$ cat src/rtl/chrono_lcd_writer.sv
// chrono_lcd_writer: HD44780 4-bit mode writer for the chronometer time word.
// Optional: define CHRONO_LCD_BLANK_ZERO_EN to blank a zero tens-of-seconds digit.
module chrono_lcd_writer #(
  parameter int POWERUP_CYCLES    = 750000,
  parameter int ENABLE_CYCLES     = 12,
  parameter int NIBBLE_GAP_CYCLES = 50,
  parameter int CMD_CYCLES        = 2000,
  parameter int CLEAR_CYCLES      = 82000,
  parameter int INIT_CYCLES       = 205000
) (
  input  logic        clk_in,
  input  logic        reset,
  input  logic [15:0] digits,
  input  logic        lap_flag,
  output logic        lcd_rs,
  output logic        lcd_e,
  output logic [3:0]  lcd_data,
  output logic        ready,
  output logic        frame_done
);

  function automatic int maxi(int a, int b);
    return (a > b) ? a : b;
  endfunction

  localparam int MAXC = maxi(maxi(maxi(POWERUP_CYCLES, ENABLE_CYCLES),
                                  maxi(NIBBLE_GAP_CYCLES, CMD_CYCLES)),
                             maxi(CLEAR_CYCLES, INIT_CYCLES));
  localparam int CW = $clog2(MAXC + 1);

  typedef enum logic [2:0] {
    PWRUP, INIT_NIB, INIT_CMD, FRAME_START, SEND_BYTE, FRAME_END
  } state_e;

  typedef enum logic [1:0] {
    PH_SETUP, PH_EN, PH_GAP, PH_WAIT
  } phase_e;

  state_e        state_q;
  phase_e        ph_q;
  logic [CW-1:0] cnt_q;
  logic [3:0]    idx_q;
  logic          hi_q;
  logic [15:0]   snap_dig_q;
  logic          snap_lap_q;

  logic [7:0]    cur_byte;
  logic [7:0]    nxt_byte;
  logic [CW-1:0] wait_len;

  function automatic logic [7:0] ascii_digit(logic [3:0] d);
    return (d > 4'd9) ? 8'h3F : {4'h3, d};
  endfunction

  function automatic logic [7:0] init_cmd(logic [1:0] i);
    case (i)
      2'd0:    return 8'h28;
      2'd1:    return 8'h06;
      2'd2:    return 8'h0C;
      default: return 8'h01;
    endcase
  endfunction

  function automatic logic [7:0] frame_byte(logic [3:0] i, logic [15:0] dg,
                                            logic lap);
    case (i)
      4'd0:    return 8'h80;
`ifdef CHRONO_LCD_BLANK_ZERO_EN
      4'd1:    return (dg[15:12] == 4'd0) ? 8'h20 : ascii_digit(dg[15:12]);
`else
      4'd1:    return ascii_digit(dg[15:12]);
`endif
      4'd2:    return ascii_digit(dg[11:8]);
      4'd3:    return 8'h2E;
      4'd4:    return ascii_digit(dg[7:4]);
      4'd5:    return ascii_digit(dg[3:0]);
      4'd7:    return lap ? 8'h4C : 8'h20;
      4'd8:    return lap ? 8'h41 : 8'h20;
      4'd9:    return lap ? 8'h50 : 8'h20;
      default: return 8'h20;
    endcase
  endfunction

  function automatic logic [3:0] pick(logic [7:0] b, logic hi);
    return hi ? b[7:4] : b[3:0];
  endfunction

  always_comb begin
    if (state_q == INIT_CMD) begin
      cur_byte = init_cmd(idx_q[1:0]);
      nxt_byte = init_cmd(idx_q[1:0] + 2'd1);
    end else begin
      cur_byte = frame_byte(idx_q, snap_dig_q, snap_lap_q);
      nxt_byte = frame_byte(idx_q + 4'd1, snap_dig_q, snap_lap_q);
    end
  end

  // Last frame byte waits one cycle less; FRAME_END supplies the final cycle.
  always_comb begin
    wait_len = CW'(CMD_CYCLES - 1);
    if (state_q == INIT_NIB && idx_q == 4'd0)
      wait_len = CW'(INIT_CYCLES - 1);
    if (state_q == INIT_CMD && idx_q == 4'd3)
      wait_len = CW'(CLEAR_CYCLES - 1);
    if (state_q == SEND_BYTE && idx_q == 4'd9)
      wait_len = CW'(CMD_CYCLES - 2);
  end

  always_ff @(posedge clk_in) begin
    frame_done <= 1'b0;
    if (reset) begin
      state_q    <= PWRUP;
      ph_q       <= PH_SETUP;
      cnt_q      <= CW'(POWERUP_CYCLES - 1);
      idx_q      <= '0;
      hi_q       <= 1'b0;
      snap_dig_q <= '0;
      snap_lap_q <= 1'b0;
      lcd_rs     <= 1'b0;
      lcd_e      <= 1'b0;
      lcd_data   <= '0;
      ready      <= 1'b0;
    end else begin
      case (state_q)
        PWRUP: begin
          if (cnt_q == '0) begin
            state_q  <= INIT_NIB;
            ph_q     <= PH_SETUP;
            idx_q    <= '0;
            hi_q     <= 1'b0;
            lcd_data <= 4'h3;
          end else begin
            cnt_q <= cnt_q - CW'(1);
          end
        end
        // Doubles as the setup cycle of the 0x80 high nibble.
        FRAME_START: begin
          snap_dig_q <= digits;
          snap_lap_q <= lap_flag;
          state_q    <= SEND_BYTE;
          idx_q      <= '0;
          hi_q       <= 1'b1;
          ph_q       <= PH_EN;
          lcd_e      <= 1'b1;
          cnt_q      <= CW'(ENABLE_CYCLES - 1);
        end
        FRAME_END: begin
          state_q  <= FRAME_START;
          lcd_rs   <= 1'b0;
          lcd_data <= 4'h8;
        end
        default: begin
          case (ph_q)
            PH_SETUP: begin
              lcd_e <= 1'b1;
              ph_q  <= PH_EN;
              cnt_q <= CW'(ENABLE_CYCLES - 1);
            end
            PH_EN: begin
              if (cnt_q == '0) begin
                lcd_e <= 1'b0;
                ph_q  <= PH_GAP;
                cnt_q <= CW'(NIBBLE_GAP_CYCLES - 1);
              end else begin
                cnt_q <= cnt_q - CW'(1);
              end
            end
            PH_GAP: begin
              if (cnt_q != '0) begin
                cnt_q <= cnt_q - CW'(1);
              end else if (hi_q) begin
                hi_q     <= 1'b0;
                lcd_data <= pick(cur_byte, 1'b0);
                ph_q     <= PH_SETUP;
              end else begin
                ph_q  <= PH_WAIT;
                cnt_q <= wait_len;
              end
            end
            default: begin
              if (cnt_q != '0) begin
                cnt_q <= cnt_q - CW'(1);
              end else begin
                ph_q  <= PH_SETUP;
                idx_q <= idx_q + 4'd1;
                case (state_q)
                  INIT_NIB: begin
                    if (idx_q == 4'd3) begin
                      state_q  <= INIT_CMD;
                      idx_q    <= '0;
                      hi_q     <= 1'b1;
                      lcd_data <= 4'h2;
                    end else begin
                      lcd_data <= (idx_q == 4'd2) ? 4'h2 : 4'h3;
                    end
                  end
                  INIT_CMD: begin
                    if (idx_q == 4'd3) begin
                      state_q  <= FRAME_START;
                      ready    <= 1'b1;
                      lcd_data <= 4'h8;
                    end else begin
                      hi_q     <= 1'b1;
                      lcd_data <= pick(nxt_byte, 1'b1);
                    end
                  end
                  default: begin
                    if (idx_q == 4'd9) begin
                      state_q    <= FRAME_END;
                      frame_done <= 1'b1;
                    end else begin
                      hi_q     <= 1'b1;
                      lcd_rs   <= 1'b1;
                      lcd_data <= pick(nxt_byte, 1'b1);
                    end
                  end
                endcase
              end
            end
          endcase
        end
      endcase
    end
  end

endmodule

$ cat config.mk
export PLATFORM = sky130hd
export DESIGN_NAME = chrono_lcd_writer
export DESIGN_NICKNAME = d
export VERILOG_FILES = /design/src/rtl/chrono_lcd_writer.sv
export SDC_FILE = /design/constraint.sdc
export NUM_CORES = 1
export LEC_CHECK = 0
export CORE_MARGIN = 3
export CORE_UTILIZATION = 37
export DETAILED_ROUTE_END_ITERATION = 10
export DONT_BUFFER_PORTS = 1
export GPL_TIMING_DRIVEN = 0
export HOLD_SLACK_MARGIN = 0.02
export PLACE_DENSITY = 0.64
export SETUP_SLACK_MARGIN = 0.2
export SLEW_MARGIN = 40
export SYNTH_ARGS = -nofsm -noshare
export SYNTH_HDL_FRONTEND = slang
export SYNTH_SLANG_ARGS = --single-unit
$ cat constraint.sdc
create_clock -name clk_in -period 2.5 [get_ports clk_in]
set_clock_uncertainty 0.15 [all_clocks]
set_input_delay 0.375 -clock clk_in [delete_from_list [all_inputs] [get_ports clk_in]]
set_output_delay 0.375 -clock clk_in [all_outputs]
set_load 0.03 [all_outputs]
# Yosys cells after proc, flatten, opt, wreduce, memory -nomap -nowiden
# Cells that the tools add are included.
classes:
  n_reduce_logical: 30
  add_sub_neg: 3
  bitwise_logic: 7
  n_eq_ne: 51
  n_mux: 71
  n_lt_le_gt_ge: 4
ops:
  columns: ["op", "n"]
  rows:
  - ["$mux 20", 7]
  - ["$pmux 20 s3", 2]
  - ["$pmux 8 s9", 1]
  - ["$mux 4", 16]
  - ["$pmux 4 s3", 3]
  - ["$pmux 4 s9", 1]
  - ["$eq 4x3->1 const B", 6]
  - ["$mux 7", 3]
  - ["$logic_not 20->1", 1]
  - ["$ne 5x1->1 const B", 4]
  - ["$reduce_bool 20->1", 1]
  - ["$sub 20x1->20 const B", 1]
  - ["$mux 18", 1]
  - ["$mux 3", 6]
  - ["$pmux 6 s3", 1]
  - ["$eq 4x2->1 const B", 4]
  - ["$eq 4x4->1 const B", 4]
  - ["$gt 4x4->1 const B", 4]
  - ["$pmux 4 s2", 2]
  - ["$ne 3x1->1 const B", 5]
  - ["$reduce_and 5->1", 3]
  - ["$mux 1", 12]
  - ["$ne 6x3->1 const B", 2]
  - ["$pmux 2 s3", 2]
  - ["other kinds (35)", 74]
totals:
  regBits: 55

# Longest topological paths before layout
logic_depth:
  depth_word: 9
  mapped_depth: 11

# Least setup slack after synthesis
# Ideal clock, no wire load.
synth_timing:
  path_type: "register to register"
  start: "reg ph_q[0]"
  end: "reg lcd_data[1]"
  t_required_ps: 2218
  setup_time_ps: 132
  path_stages_with_launch: 11
  synth_period_minus_slack_ps: 2619
  arrival_time_ps: 2337
  setup_slack_ps: -119
  cell_sequence: "dfxtp_1 inv_1 ha_1 clkbuf_1 or2_2 clkbuf_1 or2_1 a2111oi_1 o32ai_1 nand4_1 o31ai_1"
synth_via:
  elab_chain_len: 4
  word_cells_on_any_way: 10
synth_rtl:
  columns: ["element", "line_no", "source"]
  rows:
  - ["start, declared", "40", "phase_e ph_q;"]
  - ["start signal, assigned", "113", "ph_q <= PH_SETUP;"]
  - ["start signal, assigned", "128", "ph_q <= PH_SETUP;"]
  - ["start signal, assigned", "143", "ph_q <= PH_EN;"]
  - ["$eq 2x1->1 / $logic_not 2->1 (equally long branches)", "153", "case (ph_q)"]
  - ["$reduce_or 2->1 (no source line)", null, null]
  - ["$pmux 4 s2 / $ne 3x1->1 (equally long branches)", null, null]
  - ["$pmux 4 s3 / $reduce_and 6->1 (equally long branches)", null, null]
  - ["end signal, assigned", "173", "lcd_data <= pick(cur_byte, 1'b0);"]
  - ["end signal, assigned", "194", "lcd_data <= (idx_q == 4'd2) ? 4'h2 : 4'h3;"]
  - ["end signal, assigned", "204", "lcd_data <= pick(nxt_byte, 1'b1);"]
  - ["end, declared", "17", "output logic [3:0] lcd_data,"]
# Several ways; a longest one is shown, not always the timed one.
# A chain may end at the register's enable or synchronous reset.

# Worst setup path in the final report
layout_timing:
  start: "reg cnt_q[10]"
  end: "reg cnt_q[6]"
layout_via:
  elab_chain_len: 4
  word_cells_on_any_way: 10
layout_rtl:
  columns: ["element", "line_no", "source"]
  rows:
  - ["start, declared", "41", "logic [CW-1:0] cnt_q;"]
  - ["start signal, assigned", "114", "cnt_q <= CW'(POWERUP_CYCLES - 1);"]
  - ["start signal, assigned", "133", "cnt_q <= cnt_q - CW'(1);"]
  - ["start signal, assigned", "145", "cnt_q <= CW'(ENABLE_CYCLES - 1);"]
  - ["$reduce_bool 20->1 / $logic_not 20->1 (equally long branches)", null, null]
  - ["$mux 20 (on tied branches)", "169, 160", null]
  - ["$pmux 20 s3", "153", null]
  - ["$pmux 20 s3", "124", "case (state_q)"]
# Several ways; a longest one is shown, not always the timed one.

==> flow_summary.json <==
{
  "comb_power_share_pct": 3.9,
  "routed_wl_um": 14700,
  "r2r-start": "cnt_q[10]",
  "first_iter_violations": 513,
  "synthesis.instances": 546,
  "switching_power_uw": 402,
  "grt-ovfl-total": 0,
  "vias": 4637,
  "synth_cell_types": 71,
  "peakVddDrop_mv": 0.251,
  "core_area_sq_um": 10400,
  "syn_area_per_cell_sq_um": 7.28,
  "synth-seq-area-share_pct": 27.7,
  "hold_viol": 0,
  "cts_made_buffers": 5,
  "min_from": "digits[11]",
  "r2r_cells": 9,
  "drive_gt1_share_pct": 27.9,
  "yosys.area.top_type_share_pct": 27.7,
  "min_delay_path_depth": 2,
  "cts-root-buf": "clkbuf_8",
  "hp-class": "in -> reg",
  "cts_buffer_depth": 2,
  "h-tree-depth": 2,
  "final-setup-viol-count": 28,
  "synthTopCellsByArea": "dfxtp_1 28%, a21oi_1 7.6%, nand2_1 7.0%, ha_1 4.1%, nor2_1 4.1%",
  "pre_cts_slack_ns": -0.431,
  "outcome": "finished with violations",
  "place_area_sq_um": 4250,
  "firstDrtPassIters": 6,
  "max_stage_delay_ns": 0.53,
  "die_w_um": 110,
  "start_util_pct": 38.3,
  "postRouteAntennaNets": 0,
  "grt_max_degree": 19,
  "intPower_uw": 1200,
  "cp_slowest_cell": "or4_4",
  "crit_path_start_kind": "flop",
  "path_class": "reg -> reg",
  "std_cell_rows": 37,
  "synthesis.area_sq_um": 3980,
  "grt_pass1_wl_um": 22600,
  "fin_crit_ns": 2.67,
  "cp.arrival_ns": 2.77,
  "sw_frac_of_total_pct": 25.0,
  "die_area_sq_um": 12000,
  "cts_tree": "built",
  "rsz0062_at_grt": "true",
  "worstMarginPinSlew_ns": 0.942,
  "dpl.hpwl_um": 9860,
  "area_growth_pct": 32.7,
  "port_buffers": 0,
  "cp.required_ns": 2.59,
  "nets": 625,
  "seq_power_share_pct": 55.5,
  "die_h_um": 110,
  "pwr_density_cell_nw_per_um2": 305,
  "period_share_pct": 107,
  "synth_nets": 578,
  "final_area_sq_um": 5280,
  "synthFlopType": "dfxtp_1",
  "clkTransAtPathRegs_ns": 0.12,
  "vias_per_cell": 6.35,
  "r2r-end": "cnt_q[6]",
  "regToRegSetupSlack_ns": -0.17,
  "leakage_uw": 0.00175,
  "drv_cap": 0,
  "yosys_warnings": 0,
  "routabilityCongestion": 0.938,
  "synth_edf_count": 0,
  "grt_pass1_vias": 4281,
  "p_clk_share_pct": 40.6,
  "fmax_ghz": 0.374,
  "cts.sinks": 55,
  "synthArstFlopShare_pct": 0,
  "yosysTopAreaCell": "dfxtp_1",
  "clk_latency_ns": 0.33,
  "grt_usage_pct": 23.8,
  "drc": 0,
  "diodes": 0,
  "wl_per_cell_um": 20.2,
  "tns_ns": -2.20,
  "antenna_found_initial": 0,
  "drv_slew": 0,
  "ios": 27,
  "final.setup.worst_slack_ns": -0.175,
  "critPathMostFrequentCell": "buf_8",
  "crit_path_cell_trace": "or4_4 -> or3_4 -> buf_8 -> or2_4 -> buf_8 -> buf_8 -> nor3_4 -> a21oi_1 -> o32ai_1",
  "holdPathEnd": "snap_dig_q[11]",
  "ys_ff_latch": 55,
  "end_kind": "flop",
  "fillerInstances": 1011,
  "maxSlewHeadroom_pct": 36.7,
  "violations": "setup timing",
  "critPathMaxFanout": 7
}
metrics by stage:
step	hold WS, ns	util (%)	power [uW]	std cells
2_1_floorplan	0.283	-	945	546
3_3_place_gp	0.295	41.0	965	682
3_5_place_dp	0.296	41.0	965	682
4_1_cts	0.0277	48.4	1600	725
5_1_grt	0.0252	50.9	1640	730
6_report	0.0179	50.9	1610	730
sequential cells by signal (all words and copies together), names as in the netlist, named ones only:
register,count
ph_q,2
lcd_data,4
cnt_q,20
frame_done,1
snap_lap_q,1
lcd_e,1
snap_dig_q,16
idx_q,4
state_q,2
ready,1
lcd_rs,1
hi_q,1
power groups by stage:
stage	clock network (uW)	registers, uW	logic (uW)
floorplan	0	908	37.2
global placement	0	910	54.5
detailed placement	0	910	55.2
CTS	646	892	57.5
global route	684	894	67.4
finish	653	891	62.8
worst max-delay path by stage:
stage               slack, ns        end      start
global placement        -0.44   idx_q[2]   cnt_q[0]
detailed placement      -0.43   idx_q[3]   cnt_q[0]
finish                  -0.17   cnt_q[6]  cnt_q[10]
global route            -0.22   cnt_q[0]   cnt_q[7]
CTS                     -0.12   cnt_q[6]  cnt_q[12]
floorplan               -0.01  cnt_q[18]  cnt_q[12]
worst max-delay path: cells and delay by family, from the launching register on:
family	cells	cell delay (ns)
flip-flops	1	0.37
buffers and inverters	3	0.43
AO/OA/AOI/OAI	2	0.30
AND/OR/NAND/NOR	4	1.34
placed cells by master (no fill, tap or decap), types with 4 or more instances in the layout:
cell and count:
a211oi_1 5, a211oi_2 8, a21o_1 4, a21oi_1 52
a21oi_2 6, a221o_1 6, a31oi_1 6, buf_4 30
buf_6 9, clkbuf_1 12, clkbuf_2 11, clkbuf_8 11
dfxtp_1 47, dfxtp_2 7, ha_1 11, inv_1 14
nand2_1 72, nand2b_1 8, nand3_1 11, nand4_1 7
nor2_1 36, nor2_4 5, nor2b_1 6, nor3_1 14
nor4_1 5, o211ai_1 6, o21a_1 8, o21ai_0 19
o21ai_1 11, o21ai_2 5, o21bai_1 6, o22ai_1 4
o31ai_1 5, o32ai_1 4, or2_4 4, or4_1 4
xnor2_1 4
metal layers:
| layer | wire, um | vias to the layer above | global-route usage [%] |
|---|---|---|---|
| met4 | 436 | 0 | 7.93 |
| met1 | 6000 | 2213 | 31.3 |
| met2 | 6990 | 253 | 39.2 |
| met5 | 0 | - | 0 |
| met3 | 1300 | 42 | 4.64 |
| li1 | - | 2129 | - |
cells in the mapped netlist, types with 3 or more instances:
cell type  instances
nand2_1           74
a21oi_1           60
dfxtp_1           55
nor2_1            43
clkbuf_1          30
o21ai_0           23
nor3_1            18
inv_1             16
o21ai_1           14
a211oi_1          13
ha_1              13
nand3_1           11
o21a_1            10
nand2b_1           9
nor2b_1            8
nand4_1            7
nor4_1             7
o21bai_1           7
o32ai_1            7
a221o_1            6
a31oi_1            6
nor3b_1            6
o211ai_1           6
o31ai_1            6
or3_1              6
a41oi_1            5
or4_1              5
a21o_1             4
o22ai_1            4
xnor2_1            4
a311oi_1           3
buf_2              3
or2_1              3
xor2_1             3
repair_timing:
| action | 4_1_cts | 5_1_grt |
|---|---|---|
| setup buffers | 32 | 3 |
| resized for setup | 83 | 54 |
| hold endpoints to repair | 0 | 1 |
| hold buffers | 0 | 1 |
| endpoints found under the setup margin | 46 | 46 |
| pin swaps | 32 | 15 |
| cloned | 3 | 1 |
kinds of logic (layout without fill, tap and decap cells):
group	count (synthesis)	after routing	synth area share [%]
and+or+nand+nor	214	214	26.9
AOI/OAI and AO/OA	201	201	33.5
DFF	55	55	27.7
buffers and inverters	53	101	5.48
adders and majority gates	14	14	4.34
xor gates and xnor gates	7	7	1.54
muxes	2	2	0.535
area by class of cell:
type / instances / area (sq um) / area share [%]
clock buffers: 5 / 68.8 / 1.30
inverters: 16 / 60.1 / 1.14
multi-input cells: 438 / 3170 / 60.1
well taps: 136 / 170 / 3.23
clock inverters: 3 / 46.3 / 0.877
flip-flops and latches: 55 / 1110 / 21.1
plain buffers: 37 / 280 / 5.31
repair buffers: 40 / 364 / 6.90
Power figures use the tool's default switching activity.
